**src/rtl/alu_sequencer_pkg.sv**
```systemverilog
// Shared encodings for the 8-bit core controller: opcodes, ALU modes, FSM states
// and the opcode-to-ALU-mode decode.
package alu_sequencer_pkg;

  localparam logic [2:0] OPC_ADD  = 3'b000;
  localparam logic [2:0] OPC_SUB  = 3'b001;
  localparam logic [2:0] OPC_AND  = 3'b010;
  localparam logic [2:0] OPC_OR   = 3'b011;
  localparam logic [2:0] OPC_LDI  = 3'b100;
  localparam logic [2:0] OPC_JZ   = 3'b101;
  localparam logic [2:0] OPC_JC   = 3'b110;
  localparam logic [2:0] OPC_HALT = 3'b111;

  localparam logic [2:0] OP_ADD = 3'b000;
  localparam logic [2:0] OP_SUB = 3'b001;
  localparam logic [2:0] OP_AND = 3'b010;
  localparam logic [2:0] OP_OR  = 3'b011;

  localparam logic [2:0] S_FETCH  = 3'd0;
  localparam logic [2:0] S_DECODE = 3'd1;
  localparam logic [2:0] S_WB     = 3'd2;
  localparam logic [2:0] S_IMM    = 3'd3;
  localparam logic [2:0] S_HALTED = 3'd4;

  function automatic logic is_alu_op(input logic [2:0] opc);
    return (opc[2] == 1'b0);
  endfunction

  // Explicit mapping so the ALU mode encoding can diverge from the opcode field.
  function automatic logic [2:0] alu_mode_of(input logic [2:0] opc);
    logic [2:0] mode;
    case (opc)
      OPC_ADD: mode = OP_ADD;
      OPC_SUB: mode = OP_SUB;
      OPC_AND: mode = OP_AND;
      OPC_OR:  mode = OP_OR;
      default: mode = OP_ADD;
    endcase
    return mode;
  endfunction

endpackage

```
**src/rtl/alu_sequencer_if.sv**
```systemverilog
// Program-memory and ALU connection between the sequencer (master) and its
// datapath peers (slave).
interface alu_sequencer_if;
  import alu_sequencer_pkg::*;

  logic [7:0] imem_addr;
  logic [7:0] imem_data;
  logic       alu_enable;
  logic [2:0] alu_mode;
  logic [7:0] alu_a;
  logic [7:0] alu_b;
  logic [7:0] alu_out;
  logic       alu_flag_zero;
  logic       alu_flag_carry;

  modport master (
    output imem_addr, alu_enable, alu_mode, alu_a, alu_b,
    input  imem_data, alu_out, alu_flag_zero, alu_flag_carry
  );

  modport slave (
    input  imem_addr, alu_enable, alu_mode, alu_a, alu_b,
    output imem_data, alu_out, alu_flag_zero, alu_flag_carry
  );
endinterface

```
**src/rtl/alu_sequencer_regfile.sv**
```systemverilog
// General register file: one synchronous write port, three combinational reads
// (two ALU operands plus debug observation).
module seq_regfile
  import alu_sequencer_pkg::*;
#(
  parameter int NREGS = 4
) (
  input  logic       clk,
  input  logic       reset,
  input  logic       we,
  input  logic [1:0] waddr,
  input  logic [7:0] wdata,
  input  logic [1:0] raddr_a,
  input  logic [1:0] raddr_b,
  input  logic [1:0] raddr_dbg,
  output logic [7:0] rdata_a,
  output logic [7:0] rdata_b,
  output logic [7:0] rdata_dbg
);

  logic [7:0] regs_r [NREGS];

  // Reset has priority so a write pending in the same cycle is discarded.
  always_ff @(posedge clk) begin
    if (reset) begin
      for (int i = 0; i < NREGS; i++) begin
        regs_r[i] <= 8'h00;
      end
    end else if (we) begin
      regs_r[waddr] <= wdata;
    end
  end

  assign rdata_a   = regs_r[raddr_a];
  assign rdata_b   = regs_r[raddr_b];
  assign rdata_dbg = regs_r[raddr_dbg];

endmodule

```
**src/rtl/alu_sequencer.sv**
```systemverilog
// Top-level controller of the 8-bit core: fetch/decode FSM driving the ALU,
// register write-back and flag-based branching.
module alu_sequencer
  import alu_sequencer_pkg::*;
#(
  parameter int         NREGS    = 4,
  parameter logic [7:0] RESET_PC = 8'h00
) (
  input  logic                   clk,
  input  logic                   reset,
  alu_sequencer_if.master        bus,
  input  logic [1:0]             dbg_sel,
  output logic [7:0]             dbg_data,
  output logic                   halted
);

  logic [2:0] state_r;
  logic [7:0] pc_r;
  logic [2:0] ir_op_r;
  logic [1:0] ir_rd_r;
  logic       alu_enable_r;
  logic [2:0] alu_mode_r;
  logic [7:0] alu_a_r;
  logic [7:0] alu_b_r;
  logic       halted_r;

  logic       we_s;
  logic [7:0] wdata_s;
  logic [7:0] rdata_a_s;
  logic [7:0] rdata_b_s;
  logic       jump_taken_s;

  // Operands are read with the opcode still on imem_data so they can be
  // registered and presented to the ALU throughout DECODE.
  seq_regfile #(.NREGS(NREGS)) u_regfile (
    .clk       (clk),
    .reset     (reset),
    .we        (we_s),
    .waddr     (ir_rd_r),
    .wdata     (wdata_s),
    .raddr_a   (bus.imem_data[4:3]),
    .raddr_b   (bus.imem_data[2:1]),
    .raddr_dbg (dbg_sel),
    .rdata_a   (rdata_a_s),
    .rdata_b   (rdata_b_s),
    .rdata_dbg (dbg_data)
  );

  // Register write-back source selection and branch condition.
  always_comb begin
    we_s         = 1'b0;
    wdata_s      = bus.alu_out;
    jump_taken_s = 1'b0;
    case (state_r)
      S_WB: begin
        we_s = 1'b1;
      end
      S_IMM: begin
        if (ir_op_r == OPC_LDI) begin
          we_s    = 1'b1;
          wdata_s = bus.imem_data;
        end else begin
          we_s = 1'b0;
        end
        if (ir_op_r == OPC_JZ) begin
          jump_taken_s = bus.alu_flag_zero;
        end else if (ir_op_r == OPC_JC) begin
          jump_taken_s = bus.alu_flag_carry;
        end else begin
          jump_taken_s = 1'b0;
        end
      end
      default: begin
        we_s = 1'b0;
      end
    endcase
  end

  // Main sequencing FSM; one state per cycle, HALTED holds until reset.
  always_ff @(posedge clk) begin
    if (reset) begin
      state_r      <= S_FETCH;
      pc_r         <= RESET_PC;
      ir_op_r      <= 3'b000;
      ir_rd_r      <= 2'b00;
      alu_enable_r <= 1'b0;
      alu_mode_r   <= 3'b000;
      alu_a_r      <= 8'h00;
      alu_b_r      <= 8'h00;
      halted_r     <= 1'b0;
    end else begin
      alu_enable_r <= 1'b0;
      case (state_r)
        S_FETCH: begin
          ir_op_r <= bus.imem_data[7:5];
          ir_rd_r <= bus.imem_data[4:3];
          pc_r    <= pc_r + 8'd1;
          state_r <= S_DECODE;
          if (is_alu_op(bus.imem_data[7:5])) begin
            alu_enable_r <= 1'b1;
            alu_mode_r   <= alu_mode_of(bus.imem_data[7:5]);
            alu_a_r      <= rdata_a_s;
            alu_b_r      <= rdata_b_s;
          end
        end
        S_DECODE: begin
          if (is_alu_op(ir_op_r)) begin
            state_r <= S_WB;
          end else if (ir_op_r == OPC_HALT) begin
            state_r  <= S_HALTED;
            halted_r <= 1'b1;
          end else begin
            state_r <= S_IMM;
          end
        end
        S_WB: begin
          state_r <= S_FETCH;
        end
        S_IMM: begin
          pc_r    <= jump_taken_s ? bus.imem_data : (pc_r + 8'd1);
          state_r <= S_FETCH;
        end
        S_HALTED: begin
          state_r <= S_HALTED;
        end
        default: begin
          state_r <= S_FETCH;
        end
      endcase
    end
  end

  assign bus.imem_addr  = pc_r;
  assign bus.alu_enable = alu_enable_r;
  assign bus.alu_mode   = alu_mode_r;
  assign bus.alu_a      = alu_a_r;
  assign bus.alu_b      = alu_b_r;
  assign halted         = halted_r;

endmodule

```
**src/flat_wrapper.sv**
```systemverilog
// flat-port wrapper written by rule: the top's interface ports become plain ports
module alu_sequencer_flat import alu_sequencer_pkg::*;
#(
  parameter int         NREGS    = 4,
  parameter logic [7:0] RESET_PC = 8'h00
)
  (clk, reset, dbg_sel, dbg_data, halted, bus_imem_addr, bus_alu_enable, bus_alu_mode, bus_alu_a, bus_alu_b, bus_imem_data, bus_alu_out, bus_alu_flag_zero, bus_alu_flag_carry);
  alu_sequencer_if bus_i ();
  input  logic clk;
  input  logic reset;
  input  logic [1:0] dbg_sel;
  output logic [7:0] dbg_data;
  output logic halted;
  output wire logic [$bits(bus_i.imem_addr)-1:0] bus_imem_addr;
  output wire logic [$bits(bus_i.alu_enable)-1:0] bus_alu_enable;
  output wire logic [$bits(bus_i.alu_mode)-1:0] bus_alu_mode;
  output wire logic [$bits(bus_i.alu_a)-1:0] bus_alu_a;
  output wire logic [$bits(bus_i.alu_b)-1:0] bus_alu_b;
  input wire logic [$bits(bus_i.imem_data)-1:0] bus_imem_data;
  input wire logic [$bits(bus_i.alu_out)-1:0] bus_alu_out;
  input wire logic [$bits(bus_i.alu_flag_zero)-1:0] bus_alu_flag_zero;
  input wire logic [$bits(bus_i.alu_flag_carry)-1:0] bus_alu_flag_carry;
  assign bus_imem_addr = bus_i.imem_addr;
  assign bus_alu_enable = bus_i.alu_enable;
  assign bus_alu_mode = bus_i.alu_mode;
  assign bus_alu_a = bus_i.alu_a;
  assign bus_alu_b = bus_i.alu_b;
  assign bus_i.imem_data = bus_imem_data;
  assign bus_i.alu_out = bus_alu_out;
  assign bus_i.alu_flag_zero = bus_alu_flag_zero;
  assign bus_i.alu_flag_carry = bus_alu_flag_carry;
  alu_sequencer #(.NREGS(NREGS), .RESET_PC(RESET_PC)) u_core (.clk(clk), .reset(reset), .bus(bus_i), .dbg_sel(dbg_sel), .dbg_data(dbg_data), .halted(halted));
endmodule
```
**config.mk**
```make
export PLATFORM = sky130hd
export DESIGN_NAME = alu_sequencer_flat
export DESIGN_NICKNAME = d
export VERILOG_FILES = /design/src/rtl/alu_sequencer_pkg.sv /design/src/rtl/alu_sequencer_if.sv /design/src/rtl/alu_sequencer_regfile.sv /design/src/rtl/alu_sequencer.sv /design/src/flat_wrapper.sv
export SDC_FILE = /design/constraint.sdc
export NUM_CORES = 1
export LEC_CHECK = 0
export ABC_AREA = 1
export CAP_MARGIN = 20
export CORE_MARGIN = 5
export CORE_UTILIZATION = 40
export DETAILED_ROUTE_END_ITERATION = 7
export DONT_BUFFER_PORTS = 1
export GPL_TIMING_DRIVEN = 0
export SYNTH_ARGS = -nofsm -noshare
export SYNTH_HDL_FRONTEND = slang
export SYNTH_HIERARCHICAL = 1
export SYNTH_SLANG_ARGS = --single-unit
```
**constraint.sdc**
```tcl
create_clock -name clk -period 6.3 [get_ports clk]
set_clock_uncertainty 0.15 [all_clocks]
set_input_delay 1.26 -clock clk [delete_from_list [all_inputs] [get_ports clk]]
set_output_delay 1.26 -clock clk [all_outputs]
set_load 0.02 [all_outputs]
```
After elaboration in Yosys (flattened, before gate mapping):

Memories as Yosys holds them, arrays and structs flattened. A register that Yosys moved wholly into a read port is not among the register bits.
Index checks and enable logic that the tools add are counted.

* eq/ne operators: 11
* multiplexer cells: 22
* add/sub/neg operators: 1
* reductions and logical operators: 6
* bitwise logic cells: 2

Operator list (count)
* $mux 8: 4
* $pmux 8 s2: 1
* $eq 3x3->1 const B: 5
* $eq 3x2->1 const B: 4
* $mux 1: 11
* $pmux 3 s3: 1
* $add 8x1->8 const B: 1
* $reduce_or 8->1: 1
* $eq 3x1->1 const B: 2
* $mux 3: 2
* $pmux 2 s3: 1
* $logic_not 3->1: 1
* $reduce_and 3->1: 1
* $mux 2: 1
* $not 1->1: 2
* $pmux 1 s2: 1
* $reduce_and 2->1: 1
* $reduce_bool 2->1: 1
* $reduce_or 2->1: 1

* memories kept: 1
* bits in writable memories: 32
* flip-flop bits (word level): 21

Memories
* u_core.u_regfile.regs_r: depth 4, width 8, read ports 3, clocked after Yosys merged registers in 2, wr ports 4, line alu_sequencer_regfile.sv:21 `logic [7:0] regs_r [NREGS];`

Longest topological paths before layout:

* word-level depth: 8
* depth in mapped cells: 11

By module:

Netlist, hierarchy kept.

Modules (own cells, without submodules)
* seq_regfile: area each 2152.1 sq um, times used 1, cells an instance 305
* alu_sequencer: area each 1699.1 sq um, times used 1, cells an instance 242

Worst setup path before layout:

No wires, ideal clock.

* path kind: input to output
* from: input dbg_sel[0]
* to: output dbg_data[4]
* arrival time: 1.852 ns
* setup slack: 3.038 ns
* stages: 6
* data required time: 4.890 ns
* cell sequence: buf_4 > inv_2 > buf_6 > nand2_1 > nand3_1 > nand2_1

* word-level cells in the longest chain between the ends: 1

RTL lines
* start, declared: line flat_wrapper.sv:11 `input logic [1:0] dbg_sel;`
* $mem_v2 4x8
* end, declared: line flat_wrapper.sv:12 `output logic [7:0] dbg_data;`

No other way between the ends.

Final worst setup path:

* from: input dbg_sel[0]
* to: output dbg_data[5]

Same word-level chain as after synthesis.

==> impl_metrics.prom <==
# TYPE chip_impl_metric gauge
chip_impl_metric{name="post_cts_buffers",unit=""} 0
chip_impl_metric{name="holdBufCountCts",unit=""} 0
chip_impl_metric{name="post_synth_instance_area",unit="sq um"} 3851
chip_impl_metric{name="drt.antenna.violating_nets",unit=""} 0
chip_impl_metric{name="io_buffers",unit=""} 0
chip_impl_info{name="worstSetupStartpointType",value="input port"} 1
chip_impl_metric{name="report.final.slew_viol_count",unit=""} 0
chip_impl_info{name="worstSetupStartpoint",value="dbg_sel[0]"} 1
chip_impl_metric{name="timing.final.hold_violations",unit=""} 0
chip_impl_metric{name="route.final.wire_length",unit="um"} 10890
chip_impl_metric{name="timing.critical_path.fanout_max",unit=""} 10
chip_impl_metric{name="filler_cell_count",unit=""} 947
chip_impl_metric{name="routed-via-count",unit=""} 3499
chip_impl_metric{name="hold_worst_slack",unit="ns"} 0.3520
chip_impl_metric{name="clk_path_buf_depth",unit=""} 2
chip_impl_metric{name="power_switching_share",unit="%"} 31.64
chip_impl_metric{name="row_count",unit=""} 35
chip_impl_metric{name="initial_utilization",unit="%"} 41.29
chip_impl_metric{name="design.final.nets",unit=""} 582
chip_impl_metric{name="grt_pass1_wl",unit="um"} 17820
chip_impl_metric{name="timing.final.setup_violations",unit=""} 0
chip_impl_metric{name="timing.slew.headroom",unit="%"} 53.75
chip_impl_metric{name="ys_ff_latch",unit=""} 68
chip_impl_metric{name="finalCoreUtilization",unit="%"} 45.34
chip_impl_metric{name="netSwitchingPower",unit="mW"} 0.3395
chip_impl_info{name="synth_top_flop_cell",value="sky130_fd_sc_hd__dfxtp_1"} 1
chip_impl_metric{name="wl_per_cell",unit="um"} 15.72
chip_impl_metric{name="synth_edf_count",unit=""} 32
chip_impl_metric{name="dp_hpwl",unit="um"} 8261
chip_impl_info{name="clk_root_buffer_cell",value="sky130_fd_sc_hd__clkbuf_8"} 1
chip_impl_metric{name="max_slew.worst_pin.slew",unit="ns"} 0.6865
chip_impl_metric{name="cellLeakagePower",unit="nW"} 2.107
chip_impl_metric{name="async_reset_ff_share",unit="%"} 0
chip_impl_info{name="end_kind",value="primary output"} 1
chip_impl_info{name="commonest_cells_after_routing_fill_and_taps_aside",value="sky130_fd_sc_hd__nand2_1, sky130_fd_sc_hd__nand3_1, sky130_fd_sc_hd__inv_1, sky130_fd_sc_hd__dfxtp_1, sky130_fd_sc_hd__nor2_1"} 1
chip_impl_metric{name="post-place-ws",unit="ns"} 2.874
chip_impl_metric{name="dieWidth",unit="um"} 108.1
chip_impl_metric{name="period_needed",unit="ns"} 3.420
chip_impl_metric{name="synthDistinctLibCells",unit=""} 31
chip_impl_metric{name="grt_max_degree",unit=""} 14
chip_impl_metric{name="antennaDiodeCount",unit=""} 0
chip_impl_metric{name="clkLatencyLatePin",unit="ns"} 0.35
chip_impl_metric{name="cts.sinks",unit=""} 68
chip_impl_metric{name="ctsHtreeMaxLevel",unit=""} 3
chip_impl_metric{name="cts.reportedPaths.clkPinSlew",unit="ns"} 0.08
chip_impl_info{name="worstSetupPathType",value="input port to primary output"} 1
chip_impl_metric{name="finalNonFillerCells",unit=""} 693
chip_impl_metric{name="share_comb_of_total_power",unit="%"} 15.9
chip_impl_metric{name="post_cts_resized",unit=""} 0
chip_impl_info{name="reg_to_reg_critical_path_startpoint",value="u_core/state_r[1]"} 1
chip_impl_metric{name="areaGrowthSynthToFinish",unit="%"} 9.812
chip_impl_metric{name="seq_power_share",unit="%"} 49.0
chip_impl_info{name="rsz0062_at_grt",value="false"} 1
chip_impl_info{name="run_status",value="finished clean"} 1
chip_impl_metric{name="synth_fp_nets",unit=""} 570
chip_impl_metric{name="syn_warnings",unit=""} 6
chip_impl_metric{name="critical_path_at",unit="ns"} 2.01
chip_impl_metric{name="die-height",unit="um"} 108.1
chip_impl_metric{name="finalSetupTns",unit="ns"} 0
chip_impl_metric{name="antenna_found_initial",unit=""} 0
chip_impl_metric{name="max_cap_violations",unit=""} 0
chip_impl_info{name="hold_start",value="u_core/ir_op_r[2]"} 1
chip_impl_metric{name="power_report.internal_total",unit="mW"} 0.7336
chip_impl_metric{name="final.setup.worst_slack",unit="ns"} 2.880
chip_impl_metric{name="synth_area_per_cell",unit="sq um"} 7.041
chip_impl_metric{name="initialDrtViolationCount",unit=""} 227
chip_impl_metric{name="powerDensity",unit="nW/um^2"} 253.7
chip_impl_metric{name="total_die_area",unit="sq um"} 11690
chip_impl_info{name="layout.cells.most_common",value="sky130_fd_sc_hd__nand2_1"} 1
chip_impl_metric{name="num_io_pins",unit=""} 59
chip_impl_metric{name="fmax",unit="MHz"} 292.4
chip_impl_metric{name="gp_congestion",unit=""} 0.9197
chip_impl_metric{name="cts_inserted_buffers",unit=""} 9
chip_impl_metric{name="final_min_period_over_clock_period",unit="%"} 54.28
chip_impl_metric{name="grt_use_total",unit="%"} 19.52
chip_impl_metric{name="ys_seq_area_share",unit="%"} 43.66
chip_impl_metric{name="number_of_global_route_vias_before_repair",unit=""} 3427
chip_impl_metric{name="placedCellCount",unit=""} 676
chip_impl_metric{name="final_layout_size_suffix_gt1_share",unit="%"} 12.06
chip_impl_info{name="hold_class",value="flip-flop to flip-flop"} 1
chip_impl_metric{name="vdd_drop_max",unit="mV"} 0.1156
chip_impl_metric{name="detail_route.drc_violations",unit=""} 0
chip_impl_metric{name="coreArea",unit="sq um"} 9328
chip_impl_info{name="tritoncts",value="built"} 1
chip_impl_metric{name="netlist_instances",unit=""} 547
chip_impl_metric{name="gr-total-overflow",unit=""} 0
chip_impl_metric{name="worstPathRequired",unit="ns"} 4.89
chip_impl_metric{name="via_per_inst",unit=""} 5.049
chip_impl_metric{name="relative_contribution_of_the_clock_network_to_total_power",unit="%"} 35.1
chip_impl_metric{name="detailedRoute.firstPassIterationCount",unit=""} 5
## final timing paths
| kind | cells past startpoint | slack [ns] | end |
|---|---|---|---|
| worst min-delay path | 2 | 0.35 | u_core/state_r[0] |
| worst min register to register | 2 | 0.35 | u_core/state_r[0] |
| worst max register to register | 8 | 3.62 | u_core/u_regfile/regs_r[2][3] |
| worst max-delay path | 6 | 2.88 | dbg_data[5] |
## power by group through the flow
stage	registers, mW	clock network (mW)	logic [mW]
finish	0.526	0.376	0.171
global route	0.530	0.401	0.192
CTS	0.527	0.386	0.170
detailed placement	0.537	0	0.169
global placement	0.535	0	0.167
floorplan	0.530	0	0.130
## kinds of logic after synthesis
logic type | share of synthesized area, %
XOR/XNOR | 0.2275
flip-flops | 43.66
adder cells (fa/ha/maj) | 0.3248
AO/OA/AOI/OAI | 4.711
buffers and inverters | 11.83
multiplexers | 0.5848
AND/OR/NAND/NOR | 38.56
other | 0.09737
## area by class of cell
type | count | area (sq um) | share of cell area [%]
inverters | 78 | 294.0 | 6.953
plain buffers | 22 | 161.4 | 3.817
repair buffers | 1 | 5.005 | 0.1183
clock buffers | 11 | 173.9 | 4.112
well taps | 129 | 161.4 | 3.817
flip-flops and latches | 68 | 1682 | 39.76
multi-input cells | 379 | 1714 | 40.53
clock inverters | 5 | 37.54 | 0.8876
## state kept, by name, summed over array words and instances (netlist names)
signal / cells
u_core/halted: 1
u_core/bus.alu_enable: 1
u_core/bus.alu_b: 8
u_core/bus.alu_a: 8
u_core/state_r: 3
u_core/u_regfile/regs_r: 32
u_core/bus.imem_addr: 8
u_core/ir_op_r: 3
u_core/bus.alu_mode: 2
u_core/ir_rd_r: 2
## metal layers
layer / wire length [um] / track usage [%]
met4: 238 / 6.943
met3: 796 / 5.970
met1: 4696 / 24.28
met2: 5161 / 32.06
met5: 0 / 0
## critical path, stage by stage
cell and delay, ns:
sky130_fd_sc_hd__buf_4 0.15, sky130_fd_sc_hd__inv_2 0.13, sky130_fd_sc_hd__buf_6 0.16, sky130_fd_sc_hd__nand2_1 0.06, sky130_fd_sc_hd__nand3_1 0.07, sky130_fd_sc_hd__nand2_1 0.17
## synthesized netlist by cell type (2+ instances only)
cell | instances | area (sq um)
sky130_fd_sc_hd__buf_4 | 4 | 30.03
sky130_fd_sc_hd__nand2_1 | 200 | 750.7
sky130_fd_sc_hd__dfxtp_1 | 36 | 720.7
sky130_fd_sc_hd__inv_1 | 66 | 247.7
sky130_fd_sc_hd__buf_6 | 7 | 78.83
sky130_fd_sc_hd__buf_2 | 9 | 45.04
sky130_fd_sc_hd__nand3_1 | 78 | 390.4
sky130_fd_sc_hd__o21ai_1 | 5 | 25.02
sky130_fd_sc_hd__edfxtp_1 | 32 | 960.9
sky130_fd_sc_hd__nand3_4 | 2 | 35.03
sky130_fd_sc_hd__clkbuf_1 | 2 | 7.510
sky130_fd_sc_hd__nor3_1 | 10 | 50.05
sky130_fd_sc_hd__a21oi_1 | 12 | 60.06
sky130_fd_sc_hd__nor2_4 | 2 | 22.52
sky130_fd_sc_hd__a31oi_1 | 2 | 12.51
sky130_fd_sc_hd__nor2_1 | 34 | 127.6
sky130_fd_sc_hd__inv_2 | 11 | 41.29
sky130_fd_sc_hd__nand3b_1 | 2 | 15.01
sky130_fd_sc_hd__mux2_2 | 2 | 22.52
sky130_fd_sc_hd__nand2_2 | 9 | 56.30
sky130_fd_sc_hd__o21ai_0 | 12 | 60.06
## through the flow
stage | cell area, sq um | total power [mW]
2_1_floorplan | 3851 | 0.6600
3_3_place_gp | 4013 | 0.7024
3_5_place_dp | 4013 | 0.7055
4_1_cts | 4224 | 1.083
5_1_grt | 4229 | 1.124
6_report | 4229 | 1.073
Power figures use the tool's default switching activity.
